File: src/rtl/seg_pkg.sv
// Shared constants for the seven-segment display blocks: digit count, blanking
// patterns and the active-low hex decode table (bit0=a ... bit6=g).
package seg_pkg;

  localparam int NUM_DIGITS = 8;

  localparam logic [6:0] SEG_OFF   = 7'h7F;
  localparam logic [7:0] ANODE_OFF = 8'hFF;

  localparam logic [6:0] SEG_TABLE [16] = '{
    7'h40, 7'h79, 7'h24, 7'h30, 7'h19, 7'h12, 7'h02, 7'h78,
    7'h00, 7'h10, 7'h08, 7'h03, 7'h46, 7'h21, 7'h06, 7'h0E
  };

endpackage

File: src/rtl/hex_to_seg7.sv
// Combinational hex nibble to active-low seven-segment pattern.
module hex_to_seg7
  import seg_pkg::*;
(
  input  logic [3:0] i_nibble,
  output logic [6:0] o_seg
);

  assign o_seg = SEG_TABLE[i_nibble];

endmodule

File: src/rtl/seg_scan_controller.sv
// 8-digit multiplexed seven-segment scanner with a valid/ready load port whose
// value is committed only at frame boundaries, plus guard time and blanking.
module seg_scan_controller
  import seg_pkg::*;
#(
  parameter int REFRESH_DIV = 100000,
  parameter int GUARD       = 16,
  parameter int CNT_W       = $clog2(REFRESH_DIV)
) (
  input  logic        clock,
  input  logic        reset,
  input  logic [31:0] value_in,
  input  logic        load_valid,
  output logic        load_ready,
  input  logic        blank_lz,
  input  logic [7:0]  digit_enable,
  output logic [6:0]  cathode,
  output logic [7:0]  anode,
  output logic        frame_done
);

  logic [CNT_W-1:0]      r_presc;
  logic [2:0]            r_idx;
  logic [31:0]           r_shadow;
  logic [31:0]           r_pending;
  logic                  r_pending_full;
  logic                  r_load_ready;
  logic                  r_commit_p1;
  logic [7:0]            r_anode_p1;
  logic [6:0]            r_cathode_p1;

  logic                  w_tick;
  logic                  w_boundary;
  logic                  w_transfer;
  logic                  w_commit;
  logic [NUM_DIGITS-1:0] w_nz_from;
  logic                  w_blank;
  logic                  w_dark;
  logic [3:0]            w_nibble;
  logic [6:0]            w_seg;

  assign w_tick     = (r_presc == CNT_W'(REFRESH_DIV - 1));
  assign w_boundary = w_tick & (r_idx == 3'd7);
  assign w_transfer = load_valid & r_load_ready;
  assign w_commit   = w_boundary & r_pending_full;

  // w_nz_from[i]: some nibble from i up to the top digit is non-zero.
  always_comb begin
    w_nz_from = '0;
    for (int i = 0; i < NUM_DIGITS; i++) begin
      w_nz_from[i] = |(r_shadow >> (4 * i));
    end
  end

  assign w_blank  = ~digit_enable[r_idx]
                  | (blank_lz & (r_idx != 3'd0) & ~w_nz_from[r_idx]);
  assign w_dark   = (r_presc < CNT_W'(GUARD)) | w_blank;
  assign w_nibble = r_shadow[{r_idx, 2'b00} +: 4];

  hex_to_seg7 u_hex_to_seg7 (
    .i_nibble (w_nibble),
    .o_seg    (w_seg)
  );

  always_ff @(posedge clock) begin
    if (reset) begin
      r_presc        <= '0;
      r_idx          <= '0;
      r_shadow       <= '0;
      r_pending      <= '0;
      r_pending_full <= 1'b0;
      r_load_ready   <= 1'b1;
      r_commit_p1    <= 1'b0;
      r_anode_p1     <= ANODE_OFF;
      r_cathode_p1   <= SEG_OFF;
    end else begin
      r_presc     <= w_tick ? '0 : r_presc + CNT_W'(1);
      r_commit_p1 <= w_commit;
      if (w_tick) r_idx <= r_idx + 3'd1;

      if (w_commit) begin
        r_shadow       <= r_pending;
        r_pending_full <= 1'b0;
      end

      // Ready can only be high with pending empty, so transfer and commit never coincide.
      if (w_transfer) begin
        r_pending      <= value_in;
        r_pending_full <= 1'b1;
        r_load_ready   <= 1'b0;
      end else if (r_commit_p1) begin
        r_load_ready   <= 1'b1;
      end

      // Stage p1: registered pin drive.
      r_anode_p1   <= w_dark ? ANODE_OFF : ~(8'b1 << r_idx);
      r_cathode_p1 <= w_dark ? SEG_OFF : w_seg;
    end
  end

  assign load_ready = r_load_ready;
  assign anode      = r_anode_p1;
  assign cathode    = r_cathode_p1;
  assign frame_done = w_boundary;

endmodule
File: config.mk
export PLATFORM = sky130hd
export DESIGN_NAME = seg_scan_controller
export DESIGN_NICKNAME = d
export VERILOG_FILES = /design/src/rtl/seg_pkg.sv /design/src/rtl/hex_to_seg7.sv /design/src/rtl/seg_scan_controller.sv
export SDC_FILE = /design/constraint.sdc
export NUM_CORES = 1
export LEC_CHECK = 0
export CORE_ASPECT_RATIO = 1.2
export CORE_MARGIN = 2
export CORE_UTILIZATION = 30
export DETAILED_ROUTE_END_ITERATION = 8
export SLEW_MARGIN = 15
export SYNTH_ARGS = -nofsm -noshare
export SYNTH_HDL_FRONTEND = slang
export SYNTH_SLANG_ARGS = --single-unit
File: constraint.sdc
create_clock -name clock -period 2.63 [get_ports clock]
set_input_delay 0.789 -clock clock [delete_from_list [all_inputs] [get_ports clock]]
set_output_delay 0.789 -clock clock [all_outputs]
set_load 0.01 [all_outputs]
==> results.py <==
metrics = {
    "outcome": {
        "outcome": "finished clean",
    },
    "drt": {
        "routed_wl_um": 9711,
        "dr.pass1.iters": 4,
        "vias": 3416,
        "wl_per_cell_um": 13.56,
        "vias_per_cell": 4.771,
        "ant_nets": 0,
        "route.detailed.drc": 0,
        "dr.first_iter.drc_count": 252,
    },
    "sta": {
        "fmax_mhz": 405.6,
        "finalCritPeriodShare_pct": 93.75,
        "hold_viol": 0,
        "slew_headroom_pct": 53.18,
        "setup_viol": 0,
        "worst_pin_slew_ps": 702.3,
        "clock-skew-final_ps": 7.763,
        "finalCriticalPeriod_ps": 2466,
        "rsz0062_at_grt": "no",
        "drv_slew": 0,
    },
    "cells_and_area": {
        "layout.cells.non_filler": 716,
        "design_area_um2": 5528,
        "area_delta_synth_final_pct": 25.83,
        "diodes": 0,
        "final_nets": 594,
        "final_layout_size_suffix_gt1_share_pct": 9.982,
    },
    "synth": {
        "postSynthAreaPerCell_um2": 9.248,
        "ys.flop_type": "dfxtp_1",
        "ys_types": 47,
        "yosysTopAreaCell": "dfxtp_1",
        "async_flop_share_pct": 0,
        "syn_area_um2": 4393,
        "syn_inst": 475,
        "synth-edff-count": 0,
        "synth_area_leaders": "dfxtp_1 (46%), mux2i_1 (8.9%), nand2_1 (7.1%), nor2_1 (5.4%), a21oi_1 (4.0%)",
        "synth_nets": 532,
        "yosysSeqAreaShare_pct": 46.48,
        "ys_warn_count": 0,
        "synth.top_cell.area_share_pct": 46.48,
        "synth-seq-cells": 102,
    },
    "global_routing": {
        "grt_pass1_wl_um": 16250,
        "grt_pass1_vias": 3402,
        "antenna_found_initial": 0,
        "grt_use_total_pct": 13.05,
        "globalRouteOverflowTotal": 0,
        "grt_max_degree": 73,
    },
    "critical_path": {
        "cpMostUsedCell": "and2_1",
        "critPathRequiredTime_ps": 1840,
        "setup.worst_path.start": "r_presc[11]",
        "ff2ff_setup_slack_ps": 330,
        "cp_max_fo": 3,
        "reg2regPathDepth": 8,
        "end_kind": "output pin",
        "timing.rr.end": "cathode[3]",
        "crit_end": "frame_done",
        "slowest_delay_ps": 340,
        "crit_chain": "nor4_2, and2_1, and4_1, and2_1, clkbuf_2",
        "crit_arrival_ps": 1680,
        "cp-start-kind": "flip-flop",
        "timing.rr.start": "r_idx[0]",
        "crit_path_top_delay_cell": "dfxtp_1",
        "path_class": "reg2out",
    },
    "power": {
        "vdd_drop_max_mv": 0.3261,
        "finalPower_w": 0.003205,
        "p_leak_nw": 2.297,
        "power_density_nw_per_um2": 579.8,
    },
    "cts": {
        "cts_setup_buffers": 0,
        "clkTransAtPathRegs_ps": 70,
        "clockBufferDepth": 2,
        "root_buffer": "clkbuf_16",
        "cts.sinks": 102,
        "cts_buffers": 9,
        "h-tree-depth": 3,
        "cts_hold_buf": 0,
        "cts_tree": "built",
        "clk_latency_ps": 350,
    },
    "placed_design": {
        "placed_cells": 701,
        "gp_congestion": 0.7677,
        "place_area_um2": 5187,
        "port_buffers": 60,
        "hpwl_um": 7195,
    },
    "hold_path": {
        "hold_class": "reg2reg",
    },
    "floorplanning": {
        "core_um2": 14350,
        "num_rows": 48,
        "ioPinCount": 61,
        "die_area_um2": 15630,
        "dieWidth_um": 114.5,
        "dieHeight_um": 136.6,
        "start_util_pct": 30.60,
    },
    "run": {
        "drv_cap": 0,
    },
}
## Yosys cell counts, types with 2 or more instances
master    instances
nor2b_1           2
a21oi_1          35
a211oi_1          3
ha_1             13
nand4_1           6
xnor2_1           9
mux4_2            4
dfxtp_1         102
buf_2             3
nand3_1          20
nor2_1           63
o21ai_0           3
nand3b_1          2
buf_4             3
nand2b_1          2
and2_1            4
a211o_1           2
xor2_1            7
buf_6             5
nand2_1          83
mux4_1            4
nor3_1            4
nor4_1           12
and3_1            2
o211ai_1          2
nor3_2            2
mux2i_1          39
inv_1             7
clkbuf_1         14
## state kept, by name, summed over array words and instances, names as in the netlist
name,count
load_ready,1
r_pending,32
anode,8
cathode,7
r_commit_p1,1
r_shadow,32
r_idx,3
r_presc,17
r_pending_full,1
## logic make-up (layout without fill, tap and decap cells)
logic type               count (synthesis)  in the layout  synth area share, %
XOR/XNOR                                16             16                3.190
buffers and inverters                   35            101                4.215
multiplexers                            49             49                14.10
flip-flops                             102            102                46.48
adder cells (fa/ha/maj)                 13             13                3.703
AND/OR/NAND/NOR                        209            209                21.65
AO/OA/AOI/OAI                           51             51                6.665
## what timing repair did
item	in CTS	in global routing
resized for setup	4	6
setup endpoints to repair	1	15
hold endpoints to repair	0	0
## cell type report
class	instances	area, um^2
fillers	1411	8826
multi-input cells	338	2187
flip-flops and latches	102	2044
repair buffers	78	725.7
clock buffers	10	239.0
well taps	175	219.0
clock inverters	5	82.58
inverters	8	30.03
## layout by cell type (no fill, tap or decap), drive strengths merged, types with 8 or more instances in the layout
master / Yosys / layout
xnor2: 9 / 9
mux4: 8 / 8
clkbuf: 15 / 11
nand2: 83 / 83
buf: 12 / 19
ha: 13 / 13
nor4: 13 / 13
clkdlybuf4s50: 0 / 58
dfxtp: 102 / 102
mux2i: 40 / 40
a21oi: 35 / 35
nand3: 20 / 20
inv: 8 / 9
nor2: 64 / 64
## per-stage QoR
stage                     util (%)  hold WS, ps  TNS [ps]  setup slack, ps
after floorplan                  -        417.5         0            350.7
after global placement       36.14        430.7    -17.53           -17.53
after detailed placement     36.14        440.1     -1204           -182.3
after CTS                    38.46        457.9         0            10.77
after global routing         38.51        448.3         0            43.11
final                        38.51        425.7         0            164.5
## metal layers
layer / GRT usage, % / vias up / wire (um)
li1: - / 1743 / -
met1: 16.31 / 1597 / 4410
met2: 21.79 / 58 / 4724
met3: 2.347 / 18 / 351
met4: 6.098 / 0 / 225
met5: 0 / - / 0
## how the worst min path moves through the flow
stage                   from            end  slack, ps  cells after the start
6_report          r_presc[0]     r_presc[0]        430                      1
5_1_grt           r_presc[0]     r_presc[0]        450                      1
4_1_cts        r_pending[14]  r_pending[14]        460                      2
3_5_place_dp      r_presc[0]     r_presc[0]        440                      1
3_3_place_gp      r_presc[0]     r_presc[0]        430                      1
2_1_floorplan     r_presc[0]     r_presc[0]        420                      1
## critical path: cells and delay by family (launching register included)
kind                   cells  cell delay (ps)
AND/OR/NAND/NOR            4              860
flip-flops                 1              340
buffers and inverters      1              130
## power breakdown
group	internal [W]	total (W)	switching (W)
clock	0.000858	0.00143	0.000570
sequential	0.00158	0.00160	0.0000218
combinational	0.0000939	0.000175	0.0000812
total	0.00253	0.00320	0.000673
Note: power is estimated with default switching activity, not from simulation.
